--- config.mk ---
export PLATFORM = sky130hd
export DESIGN_NAME = pll_phase_ctrl_flat
export DESIGN_NICKNAME = d
export VERILOG_FILES = /design/src/rtl/pll_ctrl_pkg.sv /design/src/rtl/pll_phase_ctrl_if.sv /design/src/rtl/lock_filter.sv /design/src/rtl/pll_phase_ctrl.sv /design/src/flat_wrapper.sv
export SDC_FILE = /design/constraint.sdc
export NUM_CORES = 1
export LEC_CHECK = 0
export CORE_MARGIN = 4
export CORE_UTILIZATION = 35
export DETAILED_ROUTE_END_ITERATION = 12
export PLACE_DENSITY = 0.62
export SLEW_MARGIN = 20
export SYNTH_ARGS = -nofsm -noshare
export SYNTH_HDL_FRONTEND = slang
export SYNTH_SLANG_ARGS = --single-unit
--- constraint.sdc ---
create_clock -name clk_16mhz -period 6.13 [get_ports clk_16mhz]
set_clock_uncertainty 0.05 [all_clocks]
set_input_delay 1.5325 -clock clk_16mhz [delete_from_list [all_inputs] [get_ports clk_16mhz]]
set_output_delay 1.5325 -clock clk_16mhz [all_outputs]
set_load 0.005 [all_outputs]
--- src/rtl/pll_ctrl_pkg.sv ---
// Shared definitions for the recovery-PLL dynamic phase controller:
// sequencer state encodings, PLL output indices and sizing helpers.
package pll_ctrl_pkg;

   localparam logic [3:0] ST_WAIT_LOCK = 4'd0;
   localparam logic [3:0] ST_IDLE      = 4'd1;
   localparam logic [3:0] ST_SETUP     = 4'd2;
   localparam logic [3:0] ST_STEP_LO   = 4'd3;
   localparam logic [3:0] ST_STEP_HI   = 4'd4;
   localparam logic [3:0] ST_LOAD_LO   = 4'd5;
   localparam logic [3:0] ST_LOAD_HI   = 4'd6;
   localparam logic [3:0] ST_SETTLE    = 4'd7;
   localparam logic [3:0] ST_DONE      = 4'd8;

   localparam logic [1:0] OUT_CLKOP  = 2'd0;
   localparam logic [1:0] OUT_CLKOS  = 2'd1;
   localparam logic [1:0] OUT_CLKOS2 = 2'd2;
   localparam logic [1:0] OUT_CLKOS3 = 2'd3;

   // Bits per phase position; never narrower than one bit.
   function automatic int pw_of(input int phase_mod);
      return (phase_mod > 1) ? $clog2(phase_mod) : 1;
   endfunction

   function automatic int max3(input int a, input int b, input int c);
      int m;
      m = (a > b) ? a : b;
      return (m > c) ? m : c;
   endfunction

endpackage

--- src/rtl/pll_phase_ctrl_if.sv ---
// Phase-shift request channel from the recovery-clock alignment logic
// to the PLL phase controller (valid/ready handshake).
interface pll_phase_ctrl_if #(
   parameter int STEP_W = 8
);
   logic              req_valid;
   logic              req_ready;
   logic [1:0]        req_sel;
   logic              req_dir;
   logic [STEP_W-1:0] req_steps;

   modport master (output req_valid, output req_sel, output req_dir, output req_steps,
                   input req_ready);
   modport slave  (input req_valid, input req_sel, input req_dir, input req_steps,
                   output req_ready);
endinterface

--- src/rtl/lock_filter.sv ---
// Synchronises the asynchronous PLL LOCK pin and qualifies it as stable
// only after LOCK_STABLE consecutive high cycles.
module lock_filter #(
   parameter int LOCK_STABLE = 1024
) (
   input  logic clk_16mhz,
   input  logic rst_n,
   input  logic pll_lock,
   output logic lock_ok
);
   localparam int             CW      = $clog2(LOCK_STABLE + 1);
   localparam logic [CW-1:0]  CNT_MAX = CW'(LOCK_STABLE);

   logic          sync1_r;
   logic          sync2_r;
   logic [CW-1:0] cnt_r;

   // Two-flop synchroniser for the lock pin
   always_ff @(posedge clk_16mhz or negedge rst_n) begin
      if (!rst_n) begin
         sync1_r <= 1'b0;
         sync2_r <= 1'b0;
      end else begin
         sync1_r <= pll_lock;
         sync2_r <= sync1_r;
      end
   end

   // Saturating stability counter, cleared by any low sample
   always_ff @(posedge clk_16mhz or negedge rst_n) begin
      if (!rst_n) begin
         cnt_r <= {CW{1'b0}};
      end else if (!sync2_r) begin
         cnt_r <= {CW{1'b0}};
      end else if (cnt_r != CNT_MAX) begin
         cnt_r <= cnt_r + CW'(1);
      end else begin
         cnt_r <= cnt_r;
      end
   end

   assign lock_ok = (cnt_r == CNT_MAX);

endmodule

--- src/rtl/pll_phase_ctrl.sv ---
// Drives the EHXPLLL dynamic-phase pins to shift one PLL output by N fine
// steps per accepted request, gated on a debounced lock; tracks all positions.
module pll_phase_ctrl
   import pll_ctrl_pkg::*;
#(
   parameter int STEP_W      = 8,
   parameter int PULSE_CYC   = 4,
   parameter int GAP_CYC     = 4,
   parameter int LOCK_STABLE = 1024,
   parameter int SETTLE_CYC  = 256,
   parameter int PHASE_MOD   = 8,
   localparam int PW         = pw_of(PHASE_MOD)
) (
   input  logic              clk_16mhz,
   input  logic              rst_n,
   pll_phase_ctrl_if.slave   req,
   input  logic              pll_lock,
   output logic [1:0]        phasesel,
   output logic              phasedir,
   output logic              phasestep,
   output logic              phaseloadreg,
   output logic              lock_ok,
   output logic              done,
   output logic              err_unlock,
   output logic [4*PW-1:0]   phase_pos
);
   localparam int            TW       = $clog2(max3(PULSE_CYC, GAP_CYC, SETTLE_CYC) + 1);
   localparam logic [TW-1:0] T_PULSE  = TW'(PULSE_CYC - 1);
   localparam logic [TW-1:0] T_GAP    = TW'(GAP_CYC - 1);
   localparam logic [TW-1:0] T_SETTLE = TW'(SETTLE_CYC - 1);
   localparam logic [PW-1:0] POS_MAX  = PW'(PHASE_MOD - 1);

   logic [3:0]        state_r;
   logic [TW-1:0]     tmr_r;
   logic [STEP_W-1:0] rem_r;
   logic [PW-1:0]     pos_r [4];

   // Compare before stepping so PHASE_MOD need not be a power of two.
   function automatic logic [PW-1:0] pos_step(input logic [PW-1:0] p, input logic lag);
      if (lag) begin
         return (p == POS_MAX) ? {PW{1'b0}} : p + PW'(1);
      end else begin
         return (p == {PW{1'b0}}) ? POS_MAX : p - PW'(1);
      end
   endfunction

   lock_filter #(.LOCK_STABLE(LOCK_STABLE)) u_lock_filter (
      .clk_16mhz (clk_16mhz),
      .rst_n     (rst_n),
      .pll_lock  (pll_lock),
      .lock_ok   (lock_ok)
   );

   assign req.req_ready = (state_r == ST_IDLE);
   assign phase_pos = {pos_r[OUT_CLKOS3], pos_r[OUT_CLKOS2], pos_r[OUT_CLKOS], pos_r[OUT_CLKOP]};

   // Request sequencer: accept, step pulses, load pulse, settle, done
   always_ff @(posedge clk_16mhz or negedge rst_n) begin
      if (!rst_n) begin
         state_r      <= ST_WAIT_LOCK;
         tmr_r        <= {TW{1'b0}};
         rem_r        <= {STEP_W{1'b0}};
         phasesel     <= OUT_CLKOP;
         phasedir     <= 1'b1;
         phasestep    <= 1'b1;
         phaseloadreg <= 1'b1;
         done         <= 1'b0;
         err_unlock   <= 1'b0;
         for (int k = 0; k < 4; k++) pos_r[k] <= {PW{1'b0}};
      end else begin
         done <= 1'b0;
         case (state_r)
            ST_WAIT_LOCK: begin
               if (lock_ok) state_r <= ST_IDLE;
            end
            ST_IDLE: begin
               if (!lock_ok) begin
                  state_r <= ST_WAIT_LOCK;
               end else if (req.req_valid && req.req_ready) begin
                  phasesel   <= req.req_sel;
                  phasedir   <= req.req_dir;
                  rem_r      <= req.req_steps;
                  err_unlock <= 1'b0;
                  state_r    <= (req.req_steps == {STEP_W{1'b0}}) ? ST_DONE : ST_SETUP;
               end
            end
            default: begin
               // Lock lost mid-request: release the pins, keep completed steps.
               if (!lock_ok) begin
                  state_r      <= ST_WAIT_LOCK;
                  phasestep    <= 1'b1;
                  phaseloadreg <= 1'b1;
                  err_unlock   <= 1'b1;
               end else begin
                  case (state_r)
                     ST_SETUP: begin
                        phasestep <= 1'b0;
                        tmr_r     <= T_PULSE;
                        state_r   <= ST_STEP_LO;
                     end
                     ST_STEP_LO: begin
                        if (tmr_r == {TW{1'b0}}) begin
                           phasestep <= 1'b1;
                           tmr_r     <= T_GAP;
                           state_r   <= ST_STEP_HI;
                        end else begin
                           tmr_r <= tmr_r - TW'(1);
                        end
                     end
                     ST_STEP_HI: begin
                        if (tmr_r == {TW{1'b0}}) begin
                           rem_r           <= rem_r - STEP_W'(1);
                           pos_r[phasesel] <= pos_step(pos_r[phasesel], phasedir);
                           tmr_r           <= T_PULSE;
                           if (rem_r == STEP_W'(1)) begin
                              phaseloadreg <= 1'b0;
                              state_r      <= ST_LOAD_LO;
                           end else begin
                              phasestep <= 1'b0;
                              state_r   <= ST_STEP_LO;
                           end
                        end else begin
                           tmr_r <= tmr_r - TW'(1);
                        end
                     end
                     ST_LOAD_LO: begin
                        if (tmr_r == {TW{1'b0}}) begin
                           phaseloadreg <= 1'b1;
                           tmr_r        <= T_GAP;
                           state_r      <= ST_LOAD_HI;
                        end else begin
                           tmr_r <= tmr_r - TW'(1);
                        end
                     end
                     ST_LOAD_HI: begin
                        if (tmr_r == {TW{1'b0}}) begin
                           tmr_r   <= T_SETTLE;
                           state_r <= ST_SETTLE;
                        end else begin
                           tmr_r <= tmr_r - TW'(1);
                        end
                     end
                     ST_SETTLE: begin
                        if (tmr_r == {TW{1'b0}}) begin
                           state_r <= ST_DONE;
                        end else begin
                           tmr_r <= tmr_r - TW'(1);
                        end
                     end
                     ST_DONE: begin
                        done    <= 1'b1;
                        state_r <= ST_IDLE;
                     end
                     default: begin
                        phasestep    <= 1'b1;
                        phaseloadreg <= 1'b1;
                        state_r      <= ST_WAIT_LOCK;
                     end
                  endcase
               end
            end
         endcase
      end
   end

endmodule
--- src/flat_wrapper.sv ---
// flat-port wrapper written by rule: the top's interface ports become plain ports
module pll_phase_ctrl_flat import pll_ctrl_pkg::*;
#(
   parameter int STEP_W      = 8,
   parameter int PULSE_CYC   = 4,
   parameter int GAP_CYC     = 4,
   parameter int LOCK_STABLE = 1024,
   parameter int SETTLE_CYC  = 256,
   parameter int PHASE_MOD   = 8,
   localparam int PW         = pw_of(PHASE_MOD)
)
  (clk_16mhz, rst_n, pll_lock, phasesel, phasedir, phasestep, phaseloadreg, lock_ok, done, err_unlock, phase_pos, req_req_valid, req_req_sel, req_req_dir, req_req_steps, req_req_ready);
  pll_phase_ctrl_if #(.STEP_W(STEP_W)) req_i ();
  input  logic clk_16mhz;
  input  logic rst_n;
  input  logic pll_lock;
  output logic [1:0] phasesel;
  output logic phasedir;
  output logic phasestep;
  output logic phaseloadreg;
  output logic lock_ok;
  output logic done;
  output logic err_unlock;
  output logic [4*PW-1:0] phase_pos;
  input wire logic [$bits(req_i.req_valid)-1:0] req_req_valid;
  input wire logic [$bits(req_i.req_sel)-1:0] req_req_sel;
  input wire logic [$bits(req_i.req_dir)-1:0] req_req_dir;
  input wire logic [$bits(req_i.req_steps)-1:0] req_req_steps;
  output wire logic [$bits(req_i.req_ready)-1:0] req_req_ready;
  assign req_i.req_valid = req_req_valid;
  assign req_i.req_sel = req_req_sel;
  assign req_i.req_dir = req_req_dir;
  assign req_i.req_steps = req_req_steps;
  assign req_req_ready = req_i.req_ready;
  pll_phase_ctrl #(.STEP_W(STEP_W), .PULSE_CYC(PULSE_CYC), .GAP_CYC(GAP_CYC), .LOCK_STABLE(LOCK_STABLE), .SETTLE_CYC(SETTLE_CYC), .PHASE_MOD(PHASE_MOD)) u_core (.clk_16mhz(clk_16mhz), .rst_n(rst_n), .req(req_i), .pll_lock(pll_lock), .phasesel(phasesel), .phasedir(phasedir), .phasestep(phasestep), .phaseloadreg(phaseloadreg), .lock_ok(lock_ok), .done(done), .err_unlock(err_unlock), .phase_pos(phase_pos));
endmodule
==> summary.md <==
| Metric | Value |
|---|---|
| Worst setup SP type | `register` |
| Drt first pass iters | `5` |
| DP HPWL | `5.08 mm` |
| Post-synth top area share | `0.405` |
| Post-CTS resize count | `0` |
| Sw Ratio | `0.226` |
| Yosys cell types | `57` |
| Worst slew pin tran | `between 900 and 1000 ps` |
| Combinational Power Share | `0.036` |
| Worst-path clk slew | `~100 ps` |
| Synth cell count leaders | `dfrtp_1 (50), o21ai_0 (28), nand2_1 (22), nor2_1 (22), a21oi_1 (20)` |
| Reg-to-reg startpoint | `u_core.u_lock_filter.cnt_r[0]` |
| FF-to-FF setup slack | `3350 ps` |
| Synthesis-to-finish area growth | `17.7%` |
| Die Ht | `102 microns` |
| Yosys top cell by area | `dfrtp_1` |
| Fmax | `0.237 GHz` |
| FF-to-FF path depth | `8` |
| Final Max Slew Viols | `0` |
| Post-Syn Area per Cell | `9.68 sq um` |
| Finished Layout Cells | `459` |
| Min cycle time layout | `approximately 4200 ps` |
| Yosys Warn Count | `0` |
| TritonCTS Buffers | `5` |
| Leakage Power | `1.56 nW` |
| CTS Hold Bufs | `0` |
| Asr flop ratio synth | `1.00` |
| CTS tree | `done` |
| Via count | `about 2.5k` |
| # setup viols final | `0` |
| Prevailing post-synth register cell | `dfrtp_1` |
| DRT Wirelength | `between 7 and 8 mm` |
| CP required | `between 4000 and 5000 ps` |
| Pwr Density | `about 170 nW/um^2` |
| DR WL/cell | `15.3 microns` |
| Synth area leaders | `dfrtp_1 (41%), o21ai_0 (4.5%), ha_1 (4.1%), a21oi_1 (3.2%), mux2_2 (2.9%)` |
| Die X | `102 microns` |
| Row count | `34` |
| Crit path DAT | `2630 ps` |
| Final hold vios | `0` |
| Worst Setup EP | `req_req_ready` |
| Latest clock arrival within the worst-skew pair | `320 ps` |
| CORE AREA | `8640 sq um` |
| Die Area | `10400 sq um` |
| Global-route usage over all layers | `0.144` |
| Final nets | `375` |
| Final setup TNS | `0 ps` |
| Pin count of the biggest net entering global routing | `54` |
| Reg power frac | `0.565` |
| Dpl cells | `between 400 and 500` |
| Peak supply drop | `around 0.088 mV` |
| Post-Synthesis Cell Area | `3090 sq um` |
| Final Cycle Share | `0.688` |
| CTS root buf | `clkbuf_8` |
| IO buf count | `35` |
| Crit Path Class | `reg -> out` |
| Internal | `0.486 mW` |
| Clock power share | `0.398` |
| First-pass GRT wire length | `11.8 mm` |
| Layout cells sized above 1 | `0.0912` |
| Fin Hold WS | `between 300 and 400 ps` |
| Slew HR | `0.355` |
| Post-DR vias/cell | `roughly 5.4` |
| Max_cap viols | `0` |
| Antenna viol nets, final | `0` |
| Synthesized instance count | `between 300 and 400` |
| Crit end category | `output pin` |
| CTS Buffer Depth | `2` |
| Psw | `0.142 mW` |
| Clk sinks | `53` |
| Worst hold path type | `reg -> reg` |
| Post-Syn Nets | `344` |
| Diodes inserted | `0` |
| Initial Util | `0.358` |
| H-tree depth | `2` |
| Seq/Total Area, Yosys | `0.431` |
| Total Power | `between 0.6 and 0.7 mW` |
| Initial antenna violation count | `0` |
| Drc violations | `0` |
| Status | `finished, final reports clean` |
| Num ports | `36` |
| Hold_sp | `u_core.u_lock_filter.sync1_r` |
| Design area | `3630 sq um` |
| RSZ-0062 raised after global routing | `no` |
| GP Congestion | `0.815` |
| Flops & latches, synth | `53` |
| Crit path launch | `u_core.state_r[2]` |
| Critical-path maximum fanout | `17` |
| Dominant cell by count in the synthesized netlist | `dfrtp_1` |
| Number of post-CTS setup repair buffers | `0` |
| EDFF count, synth | `0` |
| Fill cells | `876` |
| Global route overflow | `0` |
| Vias in the first global route | `2419` |
| Worst r2r dst | `u_core.phase_pos[5]` |
| Placed Area | `3520 sq um` |
| Number of DRC markers in iteration 0 | `138` |
-- power by group through the flow --
stage	combinational, mW	clock, mW	sequential [mW]
3_5_place_dp	0.0238	0	0.361
4_1_cts	0.0240	0.258	0.354
6_report	0.0229	0.250	0.354
3_3_place_gp	0.0237	0	0.361
2_1_floorplan	0.00578	0	0.360
5_1_grt	0.0265	0.269	0.355
-- critical path, stage by stage, from the launching register on --
cell             delay [ps]
dfrtp_1                 560
nor2_1                  330
nand3_1                 340
inv_1                   490
clkdlybuf4s50_1         590
-- cells in the final DEF (no fill, tap or decap), drive strengths merged, types with 4 or more instances in the layout --
| cell | count |
|---|---|
| clkdlybuf4s50 | 34 |
| ha | 10 |
| mux2 | 14 |
| and3 | 10 |
| nor3 | 9 |
| nor3b | 4 |
| xnor2 | 10 |
| dfrtp | 50 |
| or4 | 5 |
| o2bb2ai | 4 |
| a21boi | 5 |
| and2 | 10 |
| o21ai | 29 |
| a21oi | 20 |
| nor2 | 22 |
| clkbuf | 5 |
| nand2 | 22 |
| inv | 19 |
| o21a | 4 |
| nand3 | 12 |
-- state kept, by name, summed over array words and instances, names as in the netlist --
name and cells:
u_core.phasesel 2, u_core.phaseloadreg 1, u_core.u_lock_filter.sync1_r 1, u_core.phase_pos 12
u_core.state_r 4, u_core.done 1, u_core.phasestep 1, u_core.phasedir 1
u_core.err_unlock 1, u_core.u_lock_filter.cnt_r 11, u_core.u_lock_filter.sync2_r 1, u_core.tmr_r 9
u_core.rem_r 8
-- layer usage --
| layer | share of wire | GRT usage | vias to the layer above |
|---|---|---|---|
| met4 | 0.015 | 0.0515 | 0 |
| met1 | 0.47 | 0.201 | 1199 |
| li1 | - | - | 1218 |
| met3 | 0.043 | 0.0273 | 7 |
| met5 | 0 | 0 | - |
| met2 | 0.47 | 0.223 | 52 |
-- final cells by class --
class | instances | area, sq um | share of cell area
multi-input cells | 235 | 1630 | 0.449
clock inverters | 3 | 43.8 | 0.0120
clock buffers | 5 | 68.8 | 0.0189
inverters | 19 | 71.3 | 0.0196
repair buffers | 36 | 353 | 0.0971
flip-flops and latches | 53 | 1330 | 0.366
well taps | 108 | 135 | 0.0372
-- metrics by stage --
stage / worst slack (ps) / util
final: 1910 / 0.421
after global routing: 1650 / 0.421
after CTS: 1910 / 0.421
after detailed placement: 2270 / 0.408
after global placement: 2310 / 0.408
after floorplan: 3340 / -
-- cells by family after synthesis --
logic type | synth area share
xor gates and xnor gates | 0.0284
adders and majority gates | 0.0405
muxes | 0.0761
and+or+nand+nor | 0.215
DFF | 0.431
AOI/OAI and AO/OA | 0.169
buffers and inverters | 0.0409
-- worst min path at each step --
stage | end | slack, ps | cells past startpoint
after global placement | u_core.u_lock_filter.sync2_r | 280 | 0
after detailed placement | u_core.u_lock_filter.sync2_r | 290 | 0
final | u_core.u_lock_filter.sync2_r | 310 | 0
after CTS | u_core.u_lock_filter.sync2_r | 310 | 0
after floorplan | u_core.u_lock_filter.sync2_r | 280 | 0
after global routing | u_core.u_lock_filter.sync2_r | 310 | 0
(Power assumes the default switching activity.)
